--- config.mk ---
export PLATFORM = sky130hd
export DESIGN_NAME = reg_scoreboard
export DESIGN_NICKNAME = d
export VERILOG_FILES = /design/src/rtl/reg_scoreboard.sv
export SDC_FILE = /design/constraint.sdc
export NUM_CORES = 1
export LEC_CHECK = 0
export BUFFER_PORTS_ARGS = -buffer_cell sky130_fd_sc_hd__buf_2
export CAP_MARGIN = 0
export CORE_MARGIN = 4
export CORE_UTILIZATION = 45
export CTS_BUF_LIST = sky130_fd_sc_hd__clkbuf_16
export DETAILED_ROUTE_END_ITERATION = 8
export PLACE_DENSITY = 0.7
export SYNTH_ARGS = -nofsm -noshare
export SYNTH_HDL_FRONTEND = slang
export SYNTH_SLANG_ARGS = --single-unit
--- constraint.sdc ---
create_clock -name clk -period 6.6 [get_ports clk]
set_input_delay 1.98 -clock clk [delete_from_list [all_inputs] [get_ports clk]]
set_output_delay 1.98 -clock clk [all_outputs]
set_load 0.01 [all_outputs]
--- src/rtl/reg_scoreboard.sv ---
// rtl/reg_scoreboard.sv - read-side hazard unit: tracks in-flight GRF writes in E/M/W,
// produces D-stage stall and per-operand forwarding selects.
module reg_scoreboard #(
  parameter int TW = 2
) (
  input  logic          clk,
  input  logic          reset,
  input  logic          freeze,
  input  logic [4:0]    issue_a3,
  input  logic [TW-1:0] issue_tnew,
  input  logic [4:0]    rs_addr,
  input  logic [TW-1:0] rs_tuse,
  input  logic [4:0]    rt_addr,
  input  logic [TW-1:0] rt_tuse,
  output logic          stall,
  output logic [1:0]    fwd_rs_sel,
  output logic [1:0]    fwd_rt_sel
);

  localparam int LW = TW + 3;

  // Index 0 = E, 1 = M, 2 = W.
  logic [2:0]         valid_q, valid_d;
  logic [2:0][4:0]    a3_q, a3_d;
  logic [2:0][TW-1:0] tnew_q, tnew_d;

  logic          rs_hit, rt_hit;
  logic [1:0]    rs_sel, rt_sel;
  logic [TW-1:0] rs_tnew, rt_tnew;

  function automatic logic [TW-1:0] sat_dec(input logic [TW-1:0] v);
    return (v == '0) ? v : v - TW'(1);
  endfunction

  // Youngest matching stage wins; result packs {hit, sel, tnew}.
  function automatic logic [LW-1:0] lookup(input logic [4:0] addr);
    logic [LW-1:0] r;
    r = '0;
    if (addr == 5'd0) begin
      r = '0;
    end else if (valid_q[0] && a3_q[0] == addr) begin
      r = {1'b1, (tnew_q[0] == '0) ? 2'd1 : 2'd0, tnew_q[0]};
    end else if (valid_q[1] && a3_q[1] == addr) begin
      r = {1'b1, (tnew_q[1] == '0) ? 2'd2 : 2'd0, tnew_q[1]};
    end else if (valid_q[2] && a3_q[2] == addr) begin
      r = {1'b1, (tnew_q[2] == '0) ? 2'd3 : 2'd0, tnew_q[2]};
    end
    return r;
  endfunction

  assign {rs_hit, rs_sel, rs_tnew} = lookup(rs_addr);
  assign {rt_hit, rt_sel, rt_tnew} = lookup(rt_addr);

  assign stall      = (rs_hit && (rs_tnew > rs_tuse)) || (rt_hit && (rt_tnew > rt_tuse));
  assign fwd_rs_sel = rs_sel;
  assign fwd_rt_sel = rt_sel;

  always_comb begin
    valid_d = valid_q;
    a3_d    = a3_q;
    tnew_d  = tnew_q;
    if (!freeze) begin
      valid_d[2] = valid_q[1];
      a3_d[2]    = a3_q[1];
      tnew_d[2]  = sat_dec(tnew_q[1]);
      valid_d[1] = valid_q[0];
      a3_d[1]    = a3_q[0];
      tnew_d[1]  = sat_dec(tnew_q[0]);
      if (stall) begin
        valid_d[0] = 1'b0;
        a3_d[0]    = 5'd0;
        tnew_d[0]  = '0;
      end else begin
        valid_d[0] = (issue_a3 != 5'd0);
        a3_d[0]    = issue_a3;
        tnew_d[0]  = issue_tnew;
      end
    end
  end

  always_ff @(posedge clk) begin
    if (reset) begin
      valid_q <= '0;
      a3_q    <= '0;
      tnew_q  <= '0;
    end else begin
      valid_q <= valid_d;
      a3_q    <= a3_d;
      tnew_q  <= tnew_d;
    end
  end

endmodule

# Yosys cells after proc, flatten, opt, wreduce, memory -nomap -nowiden
# Cells that the tools add are included.
# Widths: inputs -> output; s select.
word_totals:
  in_bits: 24
  elab_cells: 48
  ff_bits: 24
classes:
  reduce_logical: 15
  order_cmp: 2
  mux: 16
  addsub: 2
  eq_ne: 6
op_table:
  columns: ["operator", "count"]
  rows:
  - ["$mux 5", 9]
  - ["$eq 5x5->1", 6]
  - ["$logic_not 5->1", 2]
  - ["$mux 2", 5]
  - ["$logic_and 1x1->1", 8]
  - ["$logic_not 2->1", 3]
  - ["$reduce_bool 5->1", 1]
  - ["$gt 2x2->1", 2]
  - ["$sub 2x1->2 const B", 2]
  - ["$mux 1", 2]
  - ["$logic_or 1x1->1", 1]

# Logic depth before layout (Yosys ltp)
# Gate-level depths: netlist of the first run.
depth:
  word_depth: 10
  ltp_mapped: 11
  mapped_depth_nobuf: 11

# Least setup slack after synthesis of the first run
# OpenSTA, ideal clock, no wires.
synth_path:
  path_type: "input to output"
  start: "input rs_addr[2]"
  end: "output stall"
  t_arrival_ns: 4.121
  slack_ns: 0.499
  n_path_buf: 0
  stages: 9
  path_cell_list: "xor2_1 > nor4_2 > nand3_2 > a31o_2 > a211o_1 > ha_1 > a211o_2 > a31oi_4 > or2_1"
synth_via:
  elab_chain_cells: 9
  word_cells_on_any_way: 14
synth_rtl:
  columns: ["element", "line", "rtl"]
  rows:
  - ["from (decl)", "11", "input logic [4:0] rs_addr,"]
  - ["$eq 5x5->1", "45", "end else if (valid_q[2] && a3_q[2] == addr) begin"]
  - ["$logic_and 1x1->1", "45", null]
  - ["$mux 5", "45", null]
  - ["$mux 5", "43", "end else if (valid_q[1] && a3_q[1] == addr) begin"]
  - ["$mux 5", "41", "end else if (valid_q[0] && a3_q[0] == addr) begin"]
  - ["$mux 5 *", "39", "if (addr == 5'd0) begin"]
  - ["$gt 2x2->1", "54", "assign stall = (rs_hit && (rs_tnew > rs_tuse)) || (rt_hit && (rt_tnew > rt_tuse));"]
  - ["$logic_and 1x1->1 *", "54", null]
  - ["$logic_or 1x1->1 *", "54", null]
  - ["to (decl)", "15", "output logic stall,"]
# Mark *: on every way between the ends. The rest lies on a longest branch, timed or not.

# Worst setup path after layout of the first run
layout_path:
  start: "input rs_addr[1]"
  end: "output stall"
# The elaborated chain is that of the path after synthesis.

==> Flow_metrics.wiki, run 1 <==
{| class="wikitable"
! Metric !! Value
|-
| Core ar. || 3468 um2
|-
| Netlist area before placement || 1673 um2
|-
| Unrepaired setup endpoints after global routing || false
|-
| Max-cap violations || 0
|-
| Clock insertion delay at the later pin of the skew report || 0.25 ns
|-
| CTS H-tree depth || 1
|-
| Clk buf depth || 2
|-
| Slew Limit Fails || 0
|-
| Run status || complete, no violations
|-
| Final Skew || 0.003054 ns
|-
| Post CTS Setup Buffer Count || 0
|-
| Total Die Area || 4757 um2
|-
| Clock period minus worst slack || 6.392 ns
|-
| Vias after detailed routing || 1,491
|-
| Number of violations reported at the end of detailed-routing iteration 0 || 86
|-
| Nets in the synthesized netlist || 220
|-
| Aggregate routed wire length || 4077 um
|-
| Commonest non-fill, non-tap cells in the layout || sky130_fd_sc_hd__buf_2 (28), sky130_fd_sc_hd__nor2_1 (26), sky130_fd_sc_hd__dfxtp_1 (24)
|-
| Synth Register Bits || 24
|-
| Distinct cell type count of the synthesized netlist || 34
|-
| Global-route wire length before repair || 6782 um
|-
| Warnings from Yosys || 0
|-
| Final setup TNS || 0 ns
|-
| Depth of the most critical reg-to-reg path || 10
|-
| Static Leak || 0.0008252 uW
|-
| Fraction of synthesized cell area in xor and xnor cells || 15.71%
|-
| Number of CTS-inserted buffers || 3
|-
| Net count of the finished layout || 250
|-
| Final Hold Violating Endpoints || 0
|-
| Power per cell area || 192.4 nW/um2
|-
| Final setup violating endpoints || 0
|-
| Element type at the critical path end || primary output
|-
| Crit path launch type || input pin
|-
| Start-to-end type of the worst setup path || input pin to primary output
|-
| Compound-Gate Fraction of Synth Area || 14.58%
|-
| Fin crit share || 96.84%
|-
| Number of instances on the worst hold path || 2
|-
| Stages on worst setup path || 11
|-
| Number of enable flip-flop cells after synthesis || 0
|-
| Antenna Violating Nets Remaining || 0
|-
| Crit-path most repeated cell || sky130_fd_sc_hd__buf_2
|-
| First-pass iteration count of the detailed router || 4
|-
| Area grow syn2layout || 18.70%
|-
| Num ports || 29
|-
| Peak supply drop || 0.1492 mV
|-
| CP Data Required Time || 4.62 ns
|-
| Clk sinks || 24
|-
| Crit path cell chain || buf_2 > xor2_1 > nor4_1 > and3_1 > mux2i_1 > a211o_1 > ha_1 > a211o_2 > a31oi_4 > or2_1 > buf_2
|-
| Register area share after synthesis || 28.72%
|-
| Placed wire-length estimate || 2983 um
|-
| Synth Area in Simple Gates || 25.50%
|-
| Root buf cell || sky130_fd_sc_hd__clkbuf_16
|-
| Slowest stage delay, CP || 0.40 ns
|-
| Multiplexer share of the synthesized area || 9.574%
|-
| Ys flop type || sky130_fd_sc_hd__dfxtp_1
|-
| Placement row count || 21
|-
| Antenna violations before repair || 0
|-
| Worst hold path class || register to register
|-
| Sum of buffers and inverters on the critical path || 2
|-
| Count of buffers from port buffering || 28
|-
| Leading area contributor after synthesis || sky130_fd_sc_hd__dfxtp_1
|-
| Async set-reset flop share out of synthesis || 0%
|-
| Crit path DAT || 4.41 ns
|-
| Cell type of the slowest stage on the worst timing path || sky130_fd_sc_hd__nor4_1
|-
| Clk pin slew, worst setup/hold paths || 0.06 ns
|-
| Number of remaining DRC errors || 0
|-
| Per-cell routed wire length || 15.27 um
|-
| Mapped Cells || 192
|-
| Family with the most delay on the worst path || compound AO/OA/AOI/OAI gates
|-
| Largest net degree at the start of global routing || 37
|-
| Final weighted congestion in routability-driven placement || 0.8209
|-
| Combinational family with the most area after synthesis || simple AND/OR/NAND/NOR gates
|-
| # diodes || 0
|-
| Mean instance size in the synthesized netlist || 8.713 um2
|-
| Maximum net fanout on the critical path || 4
|-
| Slew at the pin with the worst max-slew slack || 0.6940 ns
|-
| Setup Slack @ Placement || 0.1722 ns
|-
| Post-detailed-route via-to-cell ratio || 5.584
|-
| Max-slew headroom || 53.74%
|-
| TritonCTS clock tree || done
|-
| Starting density of the core || 48.23%
|-
| Total congestion overflow after global routing || 0
|-
| Most frequent standard cell in the layout excluding fill and tap cells || sky130_fd_sc_hd__buf_2
|-
| Height of the die || 68.97 um
|-
| Adder and majority gate portion of the synthesized area || 2.992%
|-
| Number of global-route vias before repair || 1,429
|-
| Tot GR Track Use || 18.89%
|-
| Highest clock rate || 0.1565 GHz
|-
| Slack of the worst reg-to-reg path || 3.71 ns
|-
| Top-area cell type share of the netlist area || 28.72%
|-
| Overall die width || 68.97 um
|-
| Leading post-synthesis cells by cell area || sky130_fd_sc_hd__dfxtp_1 (29%), sky130_fd_sc_hd__xor2_1 (10%), sky130_fd_sc_hd__mux2i_1 (9.6%), sky130_fd_sc_hd__nor2_1 (5.8%), sky130_fd_sc_hd__xnor2_1 (5.2%)
|-
| Final WS setup || 0.2085 ns
|-
| Fraction of layout instances using a drive strength above 1 || 26.70%
|}
report_power, final:
part / switching (uW) / internal, uW / leakage, uW
Sequential: 8.29 / 150 / 0.000196
Combinational: 28.5 / 23.7 / 0.000578
Clock: 50.8 / 120 / 0.0000511
cell usage after synthesis, types with 3 or more instances:
master / count
sky130_fd_sc_hd__a21oi_1: 8
sky130_fd_sc_hd__clkbuf_1: 6
sky130_fd_sc_hd__dfxtp_1: 24
sky130_fd_sc_hd__ha_1: 4
sky130_fd_sc_hd__inv_1: 6
sky130_fd_sc_hd__mux2i_1: 16
sky130_fd_sc_hd__nand2_1: 12
sky130_fd_sc_hd__nand3_1: 4
sky130_fd_sc_hd__nand3_2: 3
sky130_fd_sc_hd__nor2_1: 26
sky130_fd_sc_hd__nor4_1: 3
sky130_fd_sc_hd__nor4_2: 3
sky130_fd_sc_hd__o21ai_0: 3
sky130_fd_sc_hd__o32ai_1: 8
sky130_fd_sc_hd__or3_1: 4
sky130_fd_sc_hd__or3b_2: 7
sky130_fd_sc_hd__xnor2_1: 10
sky130_fd_sc_hd__xor2_1: 20
state kept, by name, summed over array words and instances, names as in the netlist:
name and flops:
tnew_q 6, a3_q 15, valid_q 3
worst min-delay path, delay by kind of cell, from the launching register on:
kind,cells,cell delay (ns)
flip-flops,1,0.36
multiplexers,1,0.08
AND/OR/NAND/NOR,1,0.07
cell type report:
cell class	instances	area, um2
Fill cell	341	1483
Sequential cell	24	480.5
Multi-Input combinational cell	155	1150
Clock inverter	1	30.03
Inverter	6	22.52
Tap cell	46	57.56
Clock buffer	3	75.07
Timing Repair Buffer	32	170.2
cells by family (layout without fill, tap and decap cells):
kind of cell               Yosys count  count (layout)
and+or+nand+nor                     75              75
AOI/OAI and AO/OA                   30              30
xor gates and xnor gates            30              30
DFF                                 24              24
muxes                               16              16
buffers and inverters               13              42
adders and majority gates            4               4
path summary, 6_finish.rpt:
path / start / end
worst max-delay path: rs_addr[1] / stall
worst min-delay path: valid_q[2] / valid_q[2]
worst max register to register: a3_q[6] / a3_q[2]
worst min register to register: valid_q[2] / valid_q[2]
per-stage QoR:
stage	total power (uW)	hold WS (ns)	std cells	utilization (%)	cell area (um2)
global placement	211.4	0.5315	263	54.04	1874
global route	398.8	0.5746	267	57.25	1986
finish	382.1	0.5472	267	57.25	1986
CTS	385.5	0.5538	267	57.07	1979
floorplan	193.8	0.4962	192	-	1673
detailed placement	212.2	0.5399	263	54.04	1874
routing by layer:
metal  GRT usage, %  routed length [um]
met2          33.45                2030
met3          2.269                 119
met4          6.569                  63
met1          23.37                1864
met5              0                   0
repair_timing:
action,4_1_cts,5_1_grt
endpoints found under the setup margin,0,1
resized for setup,0,1
hold buffers,0,0
(Power assumes the default switching activity.)
==> run 2, diff against run 1 <==
Settings changed: ABC_AREA set to 1.
==> run 2 against run 1 <==
Utilization shrank 2.3 points. Sequential share of layout area decreased by 0.85 points. Sequential cell count is the same. Critical endpoint unchanged.
==> Flow_metrics.wiki, run 2 <==
{| class="wikitable"
! Metric !! Value
|-
| Per-cell routed wire length || 12.34 um
|-
| # diodes || 0
|-
| Element type at the critical path end || primary output
|-
| Final setup violating endpoints || 0
|-
| Crit path DAT || 4.04 ns
|-
| Leading area contributor after synthesis || sky130_fd_sc_hd__dfxtp_1
|-
| Stages on worst setup path || 13
|-
| Aggregate routed wire length || 4690 um
|-
| Top reg by flops || a3_q
|-
| Cell type of the slowest stage on the worst timing path || sky130_fd_sc_hd__nor4_2
|-
| Tot GR Track Use || 19.51%
|-
| Mapped Cells || 307
|-
| Largest registers || a3_q: 15 flops, tnew_q: 6 flops, valid_q: 3 flops
|-
| Final weighted congestion in routability-driven placement || 0.8846
|-
| Switching part of the total || 27.23%
|-
| Vias after detailed routing || 1,972
|-
| Highest clock rate || 0.1661 GHz
|-
| Run status || complete, no violations
|-
| Final setup TNS || 0 ns
|-
| Slew Limit Fails || 0
|-
| Clk sinks || 24
|-
| Root buf cell || sky130_fd_sc_hd__clkbuf_16
|-
| Fin crit share || 91.22%
|-
| Quantity of gates resized following cts || 0
|-
| Height of the die || 70.90 um
|-
| Core ar. || 3744 um2
|-
| Clock period minus worst slack || 6.021 ns
|-
| Placed wire-length estimate || 3576 um
|-
| Number of remaining DRC errors || 0
|-
| Fraction of layout instances using a drive strength above 1 || 15.96%
|-
| Final Hold Violating Endpoints || 0
|-
| Post CTS Setup Buffer Count || 0
|-
| Global-route wire length before repair || 7997 um
|-
| Compound-Gate Fraction of Synth Area || 18.27%
|-
| Number of violations reported at the end of detailed-routing iteration 0 || 173
|-
| Antenna violations before repair || 0
|-
| Top-area cell type share of the netlist area || 26.99%
|-
| Net count of the finished layout || 361
|-
| Leading post-synthesis cells by cell area || sky130_fd_sc_hd__dfxtp_1 (27%), sky130_fd_sc_hd__nand2_1 (20%), sky130_fd_sc_hd__inv_1 (8.4%), sky130_fd_sc_hd__nor2_1 (8.4%), sky130_fd_sc_hd__a21oi_1 (7.6%)
|-
| Area grow syn2layout || 15.60%
|-
| Max FFs per register || 15
|-
| Max-cap violations || 0
|-
| Slew at the pin with the worst max-slew slack || 0.7302 ns
|-
| Total Die Area || 5027 um2
|-
| Unrepaired setup endpoints after global routing || false
|-
| Clk pin slew, worst setup/hold paths || 0.07 ns
|-
| CTS H-tree depth || 1
|-
| Power per cell area || 200.2 nW/um2
|-
| Clk buf depth || 2
|-
| TritonCTS clock tree || done
|-
| Crit path launch type || input pin
|-
| Depth of the most critical reg-to-reg path || 16
|-
| Mean instance size in the synthesized netlist || 5.800 um2
|-
| Max-slew headroom || 51.32%
|-
| Clock insertion delay at the later pin of the skew report || 0.26 ns
|-
| Maximum net fanout on the critical path || 9
|-
| Commonest non-fill, non-tap cells in the layout || sky130_fd_sc_hd__nand2_1 (96), sky130_fd_sc_hd__inv_1 (40), sky130_fd_sc_hd__nor2_1 (40)
|-
| Multiplexer share of the synthesized area || 0%
|-
| Share of power burned in the clock network || 43.2%
|-
| Placement row count || 22
|-
| Combinational family with the most area after synthesis || simple AND/OR/NAND/NOR gates
|-
| Register area share after synthesis || 26.99%
|-
| Slowest stage delay, CP || 0.56 ns
|-
| Sum of buffers and inverters on the critical path || 4
|-
| Comb power frac || 17.1%
|-
| Static Leak || 0.001083 uW
|-
| Largest net degree at the start of global routing || 47
|-
| Netlist area before placement || 1780 um2
|-
| Number of global-route vias before repair || 1,709
|-
| Number of instances on the worst hold path || 2
|-
| Post-Route Utilization || 54.98%
|-
| Crit path cell chain || buf_2 > nor4_2 > inv_1 > o2111ai_1 > nand2_1 > ha_1 > inv_1 > nor2_1 > o21ai_0 > nor2_2 > nand2_4 > nand2_1 > buf_2
|-
| Start-to-end type of the worst setup path || input pin to primary output
|-
| Distinct cell type count of the synthesized netlist || 22
|-
| Count of buffers from port buffering || 28
|-
| Async set-reset flop share out of synthesis || 0%
|-
| Internal power component || 299.9 uW
|-
| Ys flop type || sky130_fd_sc_hd__dfxtp_1
|-
| Total congestion overflow after global routing || 0
|-
| Antenna Violating Nets Remaining || 0
|-
| First-pass iteration count of the detailed router || 5
|-
| Top cells by instance count after synthesis || sky130_fd_sc_hd__nand2_1 (96), sky130_fd_sc_hd__inv_1 (40), sky130_fd_sc_hd__nor2_1 (40)
|-
| CP Data Required Time || 4.62 ns
|-
| Synth Area in Simple Gates || 40.27%
|-
| Family with the most delay on the worst path || simple AND/OR/NAND/NOR gates
|-
| Number of CTS-inserted buffers || 3
|-
| Overall die width || 70.90 um
|-
| Warnings from Yosys || 0
|-
| Fraction of synthesized cell area in xor and xnor cells || 0%
|-
| Final Skew || 0.007724 ns
|-
| Nets in the synthesized netlist || 335
|-
| Synth Register Bits || 24
|-
| Number of enable flip-flop cells after synthesis || 0
|-
| Adder and majority gate portion of the synthesized area || 2.811%
|-
| Starting density of the core || 47.56%
|-
| Num ports || 29
|-
| Most numerous cell in the Yosys netlist || sky130_fd_sc_hd__nand2_1
|-
| Power dissipated by switching net loads || 112.2 uW
|-
| Most frequent standard cell in the layout excluding fill and tap cells || sky130_fd_sc_hd__nand2_1
|-
| CTS hold repair buffers || 0
|-
| Post-detailed-route via-to-cell ratio || 5.189
|-
| Proportion of power drawn by flip-flops and latches || 39.6%
|-
| Worst hold path class || register to register
|-
| Peak supply drop || 0.1048 mV
|}
==> run 2: cell types whose count changed after synthesis, sizes merged, moves of 14 or more <==
cell	previous run	this run
a21oi	8	27
xor2	20	0
inv	6	48
nor2	28	42
nand2	12	98
mux2i	16	0
o21ai	3	24
==> run 2: cell type report <==
cell class	count	area [um2]
repair buffers	28	140.1
flip-flops and latches	24	480.5
well taps	48	60.06
clock buffers	3	75.07
multi-input cells	228	1092
inverters	48	180.2
fillers	423	1685
clock inverters	1	30.03
==> run 2: layer usage <==
layer  vias to the layer above  track usage, %  wire length (um)
li1                       1031               -                 -
met1                       856           27.65              2220
met2                        72           29.25              1983
met3                        13           3.551               352
met4                         0           7.516               133
met5                         -               0                 0
==> run 2: final timing paths <==
path               from          to  slack [ns]
max          rt_addr[2]       stall        0.58
min          valid_q[0]  valid_q[0]        0.51
max reg2reg     a3_q[5]     a3_q[2]        4.22
min reg2reg  valid_q[0]  valid_q[0]        0.51
==> run 2: tightest hold or removal path: cells and delay by family, from the launching register on <==
family | cells | cell delay, ns
AO/OA/AOI/OAI | 1 | 0.05
AND/OR/NAND/NOR | 1 | 0.07
flip-flops | 1 | 0.35
==> run 2: cell families after synthesis <==
kind of cell             Yosys count
AO/OA/AOI/OAI                     60
flip-flops                        24
buffers and inverters             55
adder cells (fa/ha/maj)            4
AND/OR/NAND/NOR                  164
==> run 2: stage by stage <==
| stage | total power (uW) | cell area, um2 | hold WS [ns] | setup WS (ns) | cells |
|---|---|---|---|---|---|
| 3_5_place_dp | 236.0 | 1953 | 0.5009 | 0.5796 | 376 |
| 2_1_floorplan | 212.6 | 1780 | 0.4576 | 1.150 | 307 |
| 3_3_place_gp | 236.0 | 1953 | 0.5001 | 0.6051 | 376 |
| 6_report | 412.1 | 2058 | 0.5133 | 0.5795 | 380 |
| 4_1_cts | 414.9 | 2058 | 0.5113 | 0.5753 | 380 |
| 5_1_grt | 432.5 | 2058 | 0.5350 | 0.2999 | 380 |
==> run 2: power groups by stage <==
stage / registers, uW / clock network [uW] / logic (uW)
4_1_cts: 163 / 182 / 70.2
3_3_place_gp: 167 / 0 / 69.4
6_report: 163 / 178 / 70.5
3_5_place_dp: 166 / 0 / 69.5
2_1_floorplan: 163 / 0 / 49.5
5_1_grt: 164 / 187 / 81.3
==> run 3, diff against run 2 <==
Settings changed: CTS_BUF_LIST sky130_fd_sc_hd__clkbuf_16 to not set.
==> run 3 against run 2 <==
Utilization decreased by 0.90 points. Combinational power barely moved. Clock skew about the same. Largest cell class unchanged. Wire length fell by 1.7%. Final area decreased by 1.6%. Critical path type unchanged. Via count is 0.86% lower.
==> Flow_metrics.wiki, run 3 (same netlist as run 2, synthesis figures left out) <==
{| class="wikitable"
! Metric !! Value
|-
| Count of buffers from port buffering || 28
|-
| Fin crit share || 91.26%
|-
| Internal power component || 260.3 uW
|-
| First-pass iteration count of the detailed router || 5
|-
| Routed metal-1 wire length || 2165 um
|-
| Max-cap violations || 0
|-
| Final weighted congestion in routability-driven placement || 0.8846
|-
| End point of the worst hold path || valid_q[0]
|-
| CTS H-tree depth || 1
|-
| Slew Limit Fails || 0
|-
| Final Skew || 0.008124 ns
|-
| Fraction of layout instances using a drive strength above 1 || 15.96%
|-
| Placed instance area || 1953 um2
|-
| Power per cell area || 181.6 nW/um2
|-
| Comb power frac || 19.1%
|-
| Reg-to-Reg End || a3_q[2]
|-
| Share of power burned in the clock network || 36.5%
|-
| Num ports || 29
|-
| Crit path DAT || 4.04 ns
|-
| Total congestion overflow after global routing || 0
|-
| Final Hold Violating Endpoints || 0
|-
| Antenna Violating Nets Remaining || 0
|-
| Vias after detailed routing || 1,955
|-
| Number of violations reported at the end of detailed-routing iteration 0 || 200
|-
| Number of CTS-inserted buffers || 3
|-
| Max FFs per register || 15
|-
| Antenna violations before repair || 0
|-
| Worst hold path class || register to register
|-
| Global-route wire length before repair || 7817 um
|-
| Slew at the pin with the worst max-slew slack || 0.7299 ns
|-
| Commonest non-fill, non-tap cells in the layout || sky130_fd_sc_hd__nand2_1 (96), sky130_fd_sc_hd__inv_1 (40), sky130_fd_sc_hd__nor2_1 (40)
|-
| Most frequent standard cell in the layout excluding fill and tap cells || sky130_fd_sc_hd__nand2_1
|-
| Core ar. || 3744 um2
|-
| Net count of the finished layout || 361
|-
| Final setup violating endpoints || 0
|-
| Largest registers || a3_q: 15 flops, tnew_q: 6 flops, valid_q: 3 flops
|-
| Post-Route Utilization || 54.08%
|-
| Top reg by flops || a3_q
|-
| Final WS setup || 0.5766 ns
|-
| Switching part of the total || 29.21%
|-
| Placed wire-length estimate || 3576 um
|-
| Clock insertion delay at the later pin of the skew report || 0.27 ns
|-
| Worst reg2reg path startpoint || a3_q[5]
|-
| Element type at the critical path end || primary output
|-
| Hold Startpoint || valid_q[0]
|-
| CP Data Required Time || 4.62 ns
|-
| Highest clock rate || 0.1660 GHz
|-
| Static Leak || 0.001067 uW
|-
| Maximum net fanout on the critical path || 9
|-
| Depth of the most critical reg-to-reg path || 16
|-
| TritonCTS clock tree || done
|-
| Peak supply drop || 0.1320 mV
|-
| Setup Slack @ Placement || 0.5796 ns
|-
| Tot GR Track Use || 18.83%
|-
| Number of global-route vias before repair || 1,685
|-
| Max-slew headroom || 51.34%
|-
| Power dissipated by switching net loads || 107.4 uW
|-
| Area grow syn2layout || 13.70%
|-
| Unrepaired setup endpoints after global routing || false
|-
| # diodes || 0
|-
| Post-detailed-route via-to-cell ratio || 5.145
|-
| Number of remaining DRC errors || 0
|-
| Run status || complete, no violations
|-
| Number of instances on the worst hold path || 2
|-
| Proportion of power drawn by flip-flops and latches || 44.4%
|-
| Total met2 wirelength after detailed routing || 1999 um
|-
| Aggregate routed wire length || 4610 um
|-
| CTS hold repair buffers || 0
|-
| Height of the die || 70.90 um
|-
| Starting density of the core || 47.56%
|-
| Start-to-end type of the worst setup path || input pin to primary output
|-
| Clk pin slew, worst setup/hold paths || 0.10 ns
|-
| Top Metal Used || met4
|-
| Clock period minus worst slack || 6.023 ns
|-
| Total Die Area || 5027 um2
|-
| Post-layout instance area || 2024 um2
|-
| Slack of the worst reg-to-reg path || 4.26 ns
|-
| Clk buf depth || 2
|-
| Post CTS Setup Buffer Count || 0
|-
| Clk sinks || 24
|-
| Overall die width || 70.90 um
|-
| Per-cell routed wire length || 12.13 um
|-
| Root buf cell || sky130_fd_sc_hd__clkbuf_8
|-
| Placement row count || 22
|-
| Crit path launch type || input pin
|-
| Final setup TNS || 0 ns
|-
| Largest net degree at the start of global routing || 47
|-
| Quantity of gates resized following cts || 0
|-
| Met3 wirelength from detailed routing || 385 um
|}
run 3: cell counts in the layout (fill, tap and decap cells not counted):
No cell type changed its count.
run 3: worst max-delay path: stages:
cell	delay [ns]
sky130_fd_sc_hd__buf_2	0.15
sky130_fd_sc_hd__nor4_2	0.56
sky130_fd_sc_hd__inv_1	0.16
sky130_fd_sc_hd__o2111ai_1	0.14
sky130_fd_sc_hd__nand2_1	0.08
sky130_fd_sc_hd__ha_1	0.29
sky130_fd_sc_hd__inv_1	0.06
sky130_fd_sc_hd__nor2_1	0.03
sky130_fd_sc_hd__o21ai_0	0.18
sky130_fd_sc_hd__nor2_2	0.08
sky130_fd_sc_hd__nand2_4	0.13
sky130_fd_sc_hd__nand2_1	0.06
sky130_fd_sc_hd__buf_2	0.13
run 3: final cells by class:
class	count	area [um2]
timing repair buffer	28	140.1
tap	48	60.06
clock inverter	1	30.03
multi-input combinational	228	1092
inverter	48	180.2
sequential	24	480.5
fill	424	1719
clock buffer	3	41.29
run 3: per-layer routing:
metal  vias up  global-route usage (%)
met5         -                       0
li1       1035                       -
met3         6                   3.409
met2        77                   29.25
met1       837                   27.39
met4         0                   3.549
run 3: worst max path at each step:
stage | start | to | slack, ns | cells after the start
after CTS | rt_addr[2] | stall | 0.58 | 13
after detailed placement | rt_addr[2] | stall | 0.58 | 13
after global routing | rt_addr[2] | stall | 0.30 | 13
final | rt_addr[2] | stall | 0.58 | 13
after floorplan | rt_addr[2] | stall | 1.15 | 11
after global placement | rt_addr[2] | stall | 0.61 | 13
run 3: power groups by stage:
stage / Combinational [uW] / Clock, uW / Sequential, uW
final: 70.2 / 134 / 163
after detailed placement: 69.5 / 0 / 166
after global placement: 69.4 / 0 / 167
after CTS: 70.1 / 137 / 163
after global routing: 81.1 / 143 / 164
after floorplan: 49.5 / 0 / 163
run 3: per-stage QoR:
step           power, uW  instances  hold WS, ns
4_1_cts            370.1        380       0.5159
3_5_place_dp       236.0        376       0.5009
5_1_grt            388.5        380       0.5419
6_report           367.6        380       0.5180
3_3_place_gp       236.0        376       0.5001
2_1_floorplan      212.6        307       0.4576
